`src/rtl/clk_mon_pkg.sv`:
```
// Shared definitions for the clock frequency monitor: FSM encoding,
// pipeline depths and the acceptance-window helper.
package clk_mon_pkg;

  typedef enum logic [1:0] {
    ST_IDLE = 2'd0,
    ST_FILL = 2'd1,
    ST_GATE = 2'd2
  } state_t;

  localparam int FILL_CYCLES = 2;
  localparam int SYNC_STAGES = 2;

  function automatic logic in_window(input logic [31:0] value,
                                     input logic [31:0] lo,
                                     input logic [31:0] hi);
    return (value >= lo) && (value <= hi);
  endfunction

endpackage

```
`src/rtl/sync_edge_detect.sv`:
```
// Multi-flop synchronizer followed by an edge register; produces rise and
// any-edge strobes for an asynchronous input in the iCLK domain.
module sync_edge_detect
  import clk_mon_pkg::*;
(
  input  logic iCLK,
  input  logic iRSTb,
  input  logic iIN,
  output logic oRISE,
  output logic oANY
);

  logic [SYNC_STAGES-1:0] r_sync;
  logic                   r_prev;

  always_ff @(posedge iCLK or negedge iRSTb) begin
    if (!iRSTb) begin
      r_sync <= '0;
      r_prev <= 1'b0;
    end else begin
      r_sync <= {r_sync[SYNC_STAGES-2:0], iIN};
      r_prev <= r_sync[SYNC_STAGES-1];
    end
  end

  assign oRISE = r_sync[SYNC_STAGES-1] & ~r_prev;
  assign oANY  = r_sync[SYNC_STAGES-1] ^ r_prev;

endmodule

```
`src/rtl/clk_freq_monitor.sv`:
```
// Counts rising edges of iMON over a fixed window of iCLK cycles and flags
// out-of-range counts and a stuck input. Define CLK_FREQ_MONITOR_MINMAX_EN
// to track the min/max window count since the last enable.
module clk_freq_monitor
  import clk_mon_pkg::*;
#(
  parameter int GATE_CYCLES  = 1000,
  parameter int CNT_W        = 16,
  parameter int EXP_MIN      = 0,
  parameter int EXP_MAX      = 65535,
  parameter int STUCK_CYCLES = 256
) (
  input  logic             iCLK,
  input  logic             iRSTb,
  input  logic             iEN,
  input  logic             iMON,
  output logic [CNT_W-1:0] oCOUNT,
  output logic             oVALID,
  output logic             oIN_RANGE,
  output logic             oSTUCK,
  output logic [CNT_W-1:0] oMIN_COUNT,
  output logic [CNT_W-1:0] oMAX_COUNT
);

  localparam int FILL_W  = (FILL_CYCLES > 1) ? $clog2(FILL_CYCLES) : 1;
  localparam int GATE_W  = $clog2(GATE_CYCLES);
  localparam int STUCK_W = $clog2(STUCK_CYCLES + 1);

  localparam logic [FILL_W-1:0]  LP_FILL_LAST = FILL_W'(FILL_CYCLES - 1);
  localparam logic [GATE_W-1:0]  LP_GATE_LAST = GATE_W'(GATE_CYCLES - 1);
  localparam logic [STUCK_W-1:0] LP_STUCK_MAX = STUCK_W'(STUCK_CYCLES);
  localparam logic [CNT_W-1:0]   LP_CNT_MAX   = '1;

  state_t             r_state;
  state_t             w_next;
  logic [FILL_W-1:0]  r_fill_cnt;
  logic [GATE_W-1:0]  r_gate_cnt;
  logic [CNT_W-1:0]   r_edge_cnt;
  logic [CNT_W-1:0]   w_edge_sum;
  logic [STUCK_W-1:0] r_stuck_cnt;
  logic [STUCK_W-1:0] w_stuck_nxt;
  logic [CNT_W-1:0]   r_count;
  logic               r_valid;
  logic               r_in_range;
  logic               r_stuck;
  logic               w_rise;
  logic               w_any;
  logic               w_terminal;

  sync_edge_detect u_sync (
    .iCLK  (iCLK),
    .iRSTb (iRSTb),
    .iIN   (iMON),
    .oRISE (w_rise),
    .oANY  (w_any)
  );

  assign w_terminal = (r_state == ST_GATE) && (r_gate_cnt == LP_GATE_LAST);

  // Includes the terminal cycle's strobe so no edge falls between windows.
  assign w_edge_sum = (r_edge_cnt == LP_CNT_MAX) ? r_edge_cnt
                                                 : r_edge_cnt + CNT_W'(w_rise);

  always_comb begin
    w_next = r_state;
    case (r_state)
      ST_IDLE: if (iEN) w_next = ST_FILL;
      ST_FILL: begin
        if (!iEN)                           w_next = ST_IDLE;
        else if (r_fill_cnt == LP_FILL_LAST) w_next = ST_GATE;
      end
      ST_GATE: if (!iEN) w_next = ST_IDLE;
      default: w_next = ST_IDLE;
    endcase
  end

  always_comb begin
    w_stuck_nxt = '0;
    if (r_state == ST_GATE && !w_any) begin
      w_stuck_nxt = (r_stuck_cnt == LP_STUCK_MAX) ? r_stuck_cnt
                                                  : r_stuck_cnt + STUCK_W'(1);
    end
  end

  always_ff @(posedge iCLK or negedge iRSTb) begin
    if (!iRSTb) begin
      r_state     <= ST_IDLE;
      r_fill_cnt  <= '0;
      r_gate_cnt  <= '0;
      r_edge_cnt  <= '0;
      r_stuck_cnt <= '0;
      r_count     <= '0;
      r_valid     <= 1'b0;
      r_in_range  <= 1'b0;
      r_stuck     <= 1'b0;
    end else begin
      r_state     <= w_next;
      r_fill_cnt  <= (r_state == ST_FILL) ? r_fill_cnt + FILL_W'(1) : '0;
      r_gate_cnt  <= (r_state == ST_GATE && !w_terminal) ? r_gate_cnt + GATE_W'(1) : '0;
      r_edge_cnt  <= (r_state == ST_GATE && !w_terminal) ? w_edge_sum : '0;
      r_stuck_cnt <= w_stuck_nxt;
      r_stuck     <= (r_state == ST_GATE) && (r_stuck_cnt == LP_STUCK_MAX);
      r_valid     <= w_terminal;
      if (w_terminal) begin
        r_count    <= w_edge_sum;
        r_in_range <= in_window(32'(w_edge_sum), 32'(EXP_MIN), 32'(EXP_MAX));
      end
    end
  end

  assign oCOUNT    = r_count;
  assign oVALID    = r_valid;
  assign oIN_RANGE = r_in_range;
  assign oSTUCK    = r_stuck;

`ifdef CLK_FREQ_MONITOR_MINMAX_EN
  logic             w_start;
  logic             r_first;
  logic [CNT_W-1:0] r_min;
  logic [CNT_W-1:0] r_max;

  assign w_start = (r_state == ST_IDLE) && (w_next == ST_FILL);

  always_ff @(posedge iCLK or negedge iRSTb) begin
    if (!iRSTb) begin
      r_first <= 1'b0;
      r_min   <= '0;
      r_max   <= '0;
    end else if (w_start) begin
      r_first <= 1'b1;
    end else if (w_terminal) begin
      r_first <= 1'b0;
      if (r_first || (w_edge_sum < r_min)) r_min <= w_edge_sum;
      if (r_first || (w_edge_sum > r_max)) r_max <= w_edge_sum;
    end
  end

  assign oMIN_COUNT = r_min;
  assign oMAX_COUNT = r_max;
`else
  assign oMIN_COUNT = '0;
  assign oMAX_COUNT = '0;
`endif

endmodule

```
`config.mk`:
```
export PLATFORM = sky130hd
export DESIGN_NAME = clk_freq_monitor
export DESIGN_NICKNAME = d
export VERILOG_FILES = /design/src/rtl/clk_mon_pkg.sv /design/src/rtl/sync_edge_detect.sv /design/src/rtl/clk_freq_monitor.sv
export SDC_FILE = /design/constraint.sdc
export NUM_CORES = 1
export LEC_CHECK = 0
export CAP_MARGIN = 30
export CORE_MARGIN = 8
export CORE_UTILIZATION = 40
export CTS_CLUSTER_SIZE = 40
export DETAILED_ROUTE_END_ITERATION = 8
export PLACE_DENSITY = 0.74
export SYNTH_ARGS = -nofsm -noshare
export SYNTH_HDL_FRONTEND = slang
export SYNTH_SLANG_ARGS = --single-unit
```
`constraint.sdc`:
```
create_clock -name iCLK -period 4.72 [get_ports iCLK]
set_input_delay 1.416 -clock iCLK [delete_from_list [all_inputs] [get_ports iCLK]]
set_output_delay 1.416 -clock iCLK [all_outputs]
set_load 0.005 [all_outputs]
```
* Word level (Yosys, flattened, before mapping)
Cells that the tools add are included.
** Cells by class
- Add/subtract/negate cells :: 4
- Equality and inequality tests :: 9
- Mux-type cells :: 11
- Bitwise operators :: 3
- Reduce and logical (&&, ||, !) cells :: 8
** Operators by type and width (number)
- 16-bit 2-to-1 mux :: 2
- 9-bit 2-to-1 mux :: 2
- 16-bit by 1-bit adder with 16-bit output :: 1
- 16-bit equality test, second input constant :: 1
- 10-bit by 1-bit adder with 10-bit output, second input constant :: 1
- 10-bit equality test, second input constant :: 1
- 10-bit 2-to-1 mux :: 1
- 9-bit by 1-bit adder with 9-bit output, second input constant :: 1
- 9-bit equality test, second input constant :: 1
- 2-bit 2-to-1 mux :: 4
- 2-bit inequality test, second input constant :: 3
- 2-bit one-hot mux with 3 select lines :: 1
- 1-bit logical AND :: 4
- 3-bit inequality test, second input constant :: 1
- 3-bit AND reduction :: 1
- 2-bit by 1-bit equality test with 1-bit output, second input constant :: 1
- 2-bit equality test, second input constant :: 1
- 1-bit zero test :: 2
- 2-bit zero test :: 1
- 1-bit adder, second input constant :: 1
- 1-bit bitwise AND :: 1
- 1-bit 2-to-1 mux :: 1
- 1-bit NOT :: 1
- 1-bit bitwise XOR :: 1
** Storage, ports and cells
- Register bits after elaboration :: 60
- Input bits :: 4
- Output and inout port bits :: 51

* Longest topological paths before layout
- Depth in word-level cells :: 5
- Mapped depth :: 8
- Depth with buffers taken out :: 8

* Cells and area by module
From an unflattened synthesis, not the netlist that was laid out.
** Second synthesis, totals
- Cell total of the unflattened synthesis :: 302
- Area, all modules :: 2989.1 µm²
** Modules (own cells, without submodules)
- clk_freq_monitor :: instances 1, cells each 296, area each 2894.0 µm², sequential area each 1426.4 µm²
- sync_edge_detect :: instances 1, cells each 6, area each 95.1 µm², sequential area each 75.1 µm²

* Least setup slack after synthesis
OpenSTA, ideal clock, no wires.
- Path kind :: register to output
- Start :: register r_count[0], in the netlist oCOUNT[0]
- End :: output port oCOUNT[0]
- Arrival :: 0.362 ns
- Required time :: 3.304 ns
- Setup slack :: 2.942 ns
- Cell stages (with the launch flop) :: 1
- Path through :: dfrtp_1
** RTL lines
- start: declaration :: line clk_freq_monitor.sv:42 : logic [CNT_W-1:0] r_count;
- start signal: assignment :: line clk_freq_monitor.sv:105 : r_count <= w_edge_sum;
- end: declaration :: line clk_freq_monitor.sv:17 : output logic [CNT_W-1:0] oCOUNT,
No word-level cell between the ends.

* Worst setup path after layout
- Start :: register r_count[9], in the netlist oCOUNT[9]
- End :: output port oCOUNT[9]
No word-level cell between the ends.

==> flow_metrics.tcl <==
set metrics [dict create \
    status "complete, no violations" \
    ir_drop_mv 0.205 \
    tightest_slew_ns 0.926 \
    wl_per_cell_um 12.2 \
    die_x_um 100 \
    post_cts_resized 0 \
    synthTopCellsByArea "dfrtp_1, buf_4, nor2_1, xnor2_1, nand2_1" \
    cp.required_ns 3.30 \
    power_density_mw_per_mm2 301 \
    start_kind "flop" \
    slowest_stage "clkdlybuf4s50_1" \
    grt_pass1_wl_um 8670 \
    syn_inst 284 \
    synth_most_common_cell "dfrtp_1" \
    async_flop_share_pct 100 \
    crit_fanout 2 \
    grt_antenna_before_repair 0 \
    worstPathArrival_ns 1.22 \
    cts_setup_buffers 0 \
    drive_above_1_share_pct 6.92 \
    drt_iter0_markers 83 \
    avgSynthCellArea_um2 9.97 \
    synth_top_area_share_pct 53.0 \
    cp_top_family "buffers and inverters" \
    netSwitchingPower_uw 208 \
    coreArea_mm2 0.00683 \
    ios 55 \
    path_cells "clkdlybuf4s50_1" \
    p_int_uw 761 \
    rows 30 \
    die_y_um 100 \
    end_kind "output pin" \
    clockRootBuffer "clkbuf_8" \
    synth.distinct_cells 31 \
    totalWireLength_um 5040 \
    swShare_pct 21.5 \
    cts.htree.levels 3 \
    cts_buffer_depth 2 \
    start_util_pct 41.5 \
    finalCritPeriodShare_pct 55.8 \
    ys_ff_latch 60 \
    p_clk_share_pct 42.5 \
    final-max-slew-violation-count 0 \
    p_leak_uw 0.00139 \
    drtPass1Iterations 4 \
    yosys.area.top_type "dfrtp_1" \
    grt_pass1_vias 1907 \
    dp_hpwl_um 3680 \
    syn-cell-area_mm2 0.00283 \
    slowest_delay_ns 0.52 \
    combinationalPowerShare_pct 3.3 \
    cp_num_buf_inv 1 \
    via_per_inst 4.58 \
    antenna_cells 0 \
    setup_viol 0 \
    seq_power_share_pct 54.2 \
    synth_edf_count 0 \
    path_class "reg -> out" \
    clock.fmax_ghz 0.380 \
    worstSkewPairLatency_ns 0.33 \
    ys_warn_count 0 \
    grt_max_degree 34 \
    numCtsBuffers 9 \
    vias 1897 \
    cts_tree "yes" \
    tns_ns 0 \
    portBuffers 22 \
    area_growth_pct 13.6 \
    overflow 0 \
    ys_seq_area_share_pct 53.0 \
    final_nets 323 \
    antenna_left 0 \
    place_congestion 0.824 \
    hold_class "reg -> reg" \
    skew_ns 0.00486 \
    synth-main-ff-cell "dfrtp_1" \
    fin_crit_ns 2.63 \
    track_usage_pct 11.0 \
    drc_errors 0 \
    hold_violations 0 \
    relSlewSlack_pct 38.2 \
    rsz0062_at_grt "false" \
    drv_cap 0 \
    dieArea_mm2 0.0100 \
    cts_hold_buffers 0 \
    synth_top_cells_by_count "dfrtp_1, nor2_1, buf_4" \
    cts.sinks 60 \
    clkTransAtPathRegs_ns 0.06 \
    hold_ws_ns 0.358 \
]
-- per-stage QoR --
stage | total power (uW) | utilization [%] | cell area [um2] | setup WS, ns | instances
final | 969 | 47.1 | 3220 | 2.09 | 414
after detailed placement | 567 | 44.5 | 3040 | 2.34 | 398
after CTS | 983 | 47.1 | 3220 | 2.06 | 414
after global routing | 1010 | 47.1 | 3220 | 2.03 | 414
after global placement | 566 | 44.5 | 3040 | 2.36 | 398
after floorplan | 569 | - | 2950 | 2.94 | 315
-- worst paths after layout --
check	startpoint	end	slack [ns]	cells past startpoint
max in group asynchronous	iRSTb	oCOUNT[2]$_DFFE_PN0P_	2.76	2
max	oCOUNT[9]$_DFFE_PN0P_	oCOUNT[9]	2.09	1
max reg2reg	r_gate_cnt[0]$_DFF_PN0_	oCOUNT[9]$_DFFE_PN0P_	2.49	6
min	u_sync.r_sync[0]$_DFF_PN0_	u_sync.r_sync[1]$_DFF_PN0_	0.36	0
min in group asynchronous	iRSTb	r_stuck_cnt[5]$_DFFE_PN0P_	1.13	1
min reg2reg	u_sync.r_sync[0]$_DFF_PN0_	u_sync.r_sync[1]$_DFF_PN0_	0.36	0
-- per-layer routing --
metal / routed length [um] / GRT usage, % / up-vias
li1: - / - / 946
met1: 2200 / 12.4 / 902
met2: 2390 / 18.1 / 43
met3: 376 / 4.08 / 6
met4: 60 / 4.88 / 0
met5: 0 / 0 / -
-- power groups by stage --
| stage | clock [uW] | sequential (uW) | combinational, uW |
|---|---|---|---|
| after floorplan | 0 | 533 | 35.9 |
| after global placement | 0 | 534 | 31.6 |
| after detailed placement | 0 | 534 | 32.2 |
| after CTS | 426 | 525 | 32.2 |
| after global routing | 448 | 525 | 38.6 |
| final | 412 | 525 | 32.1 |
-- placed cells by master (no fill, tap or decap), types with 9 or more instances in the layout --
cell / count
nand3_1: 12
clkdlybuf4s50_1: 21
xnor2_1: 15
conb_1: 32
a21oi_1: 9
nor2_1: 44
nand2_1: 26
o21ai_0: 11
clkbuf_8: 12
dfrtp_1: 60
-- state kept, by name, indices dropped and copies added, names as in the netlist --
name and cells:
oSTUCK 1, u_sync.r_sync 2, u_sync.r_prev 1, oIN_RANGE 1, r_state 2, r_stuck_cnt 9
r_edge_cnt 16, r_gate_cnt 10, oVALID 1, oCOUNT 16, r_fill_cnt 1
-- layout make-up --
type / instances / area (um2)
Multi-Input combinational cell: 212 / 1170
Fill cell: 641 / 3610
Clock buffer: 15 / 176
Tap cell: 96 / 120
Timing Repair Buffer: 23 / 223
Sequential cell: 60 / 1500
Inverter: 7 / 26.3
Clock inverter: 1 / 5.00
-- logic make-up after synthesis --
family,after synthesis,share of synthesized area (%)
compound gates,28,5.04
xor+xnor,21,6.49
fa+ha+maj,6,2.65
buf+inv,43,9.94
flops,60,53.0
mux,4,1.50
other cells,1,0.132
simple gates,121,21.2
No activity file was read; power rests on OpenSTA's default activity.
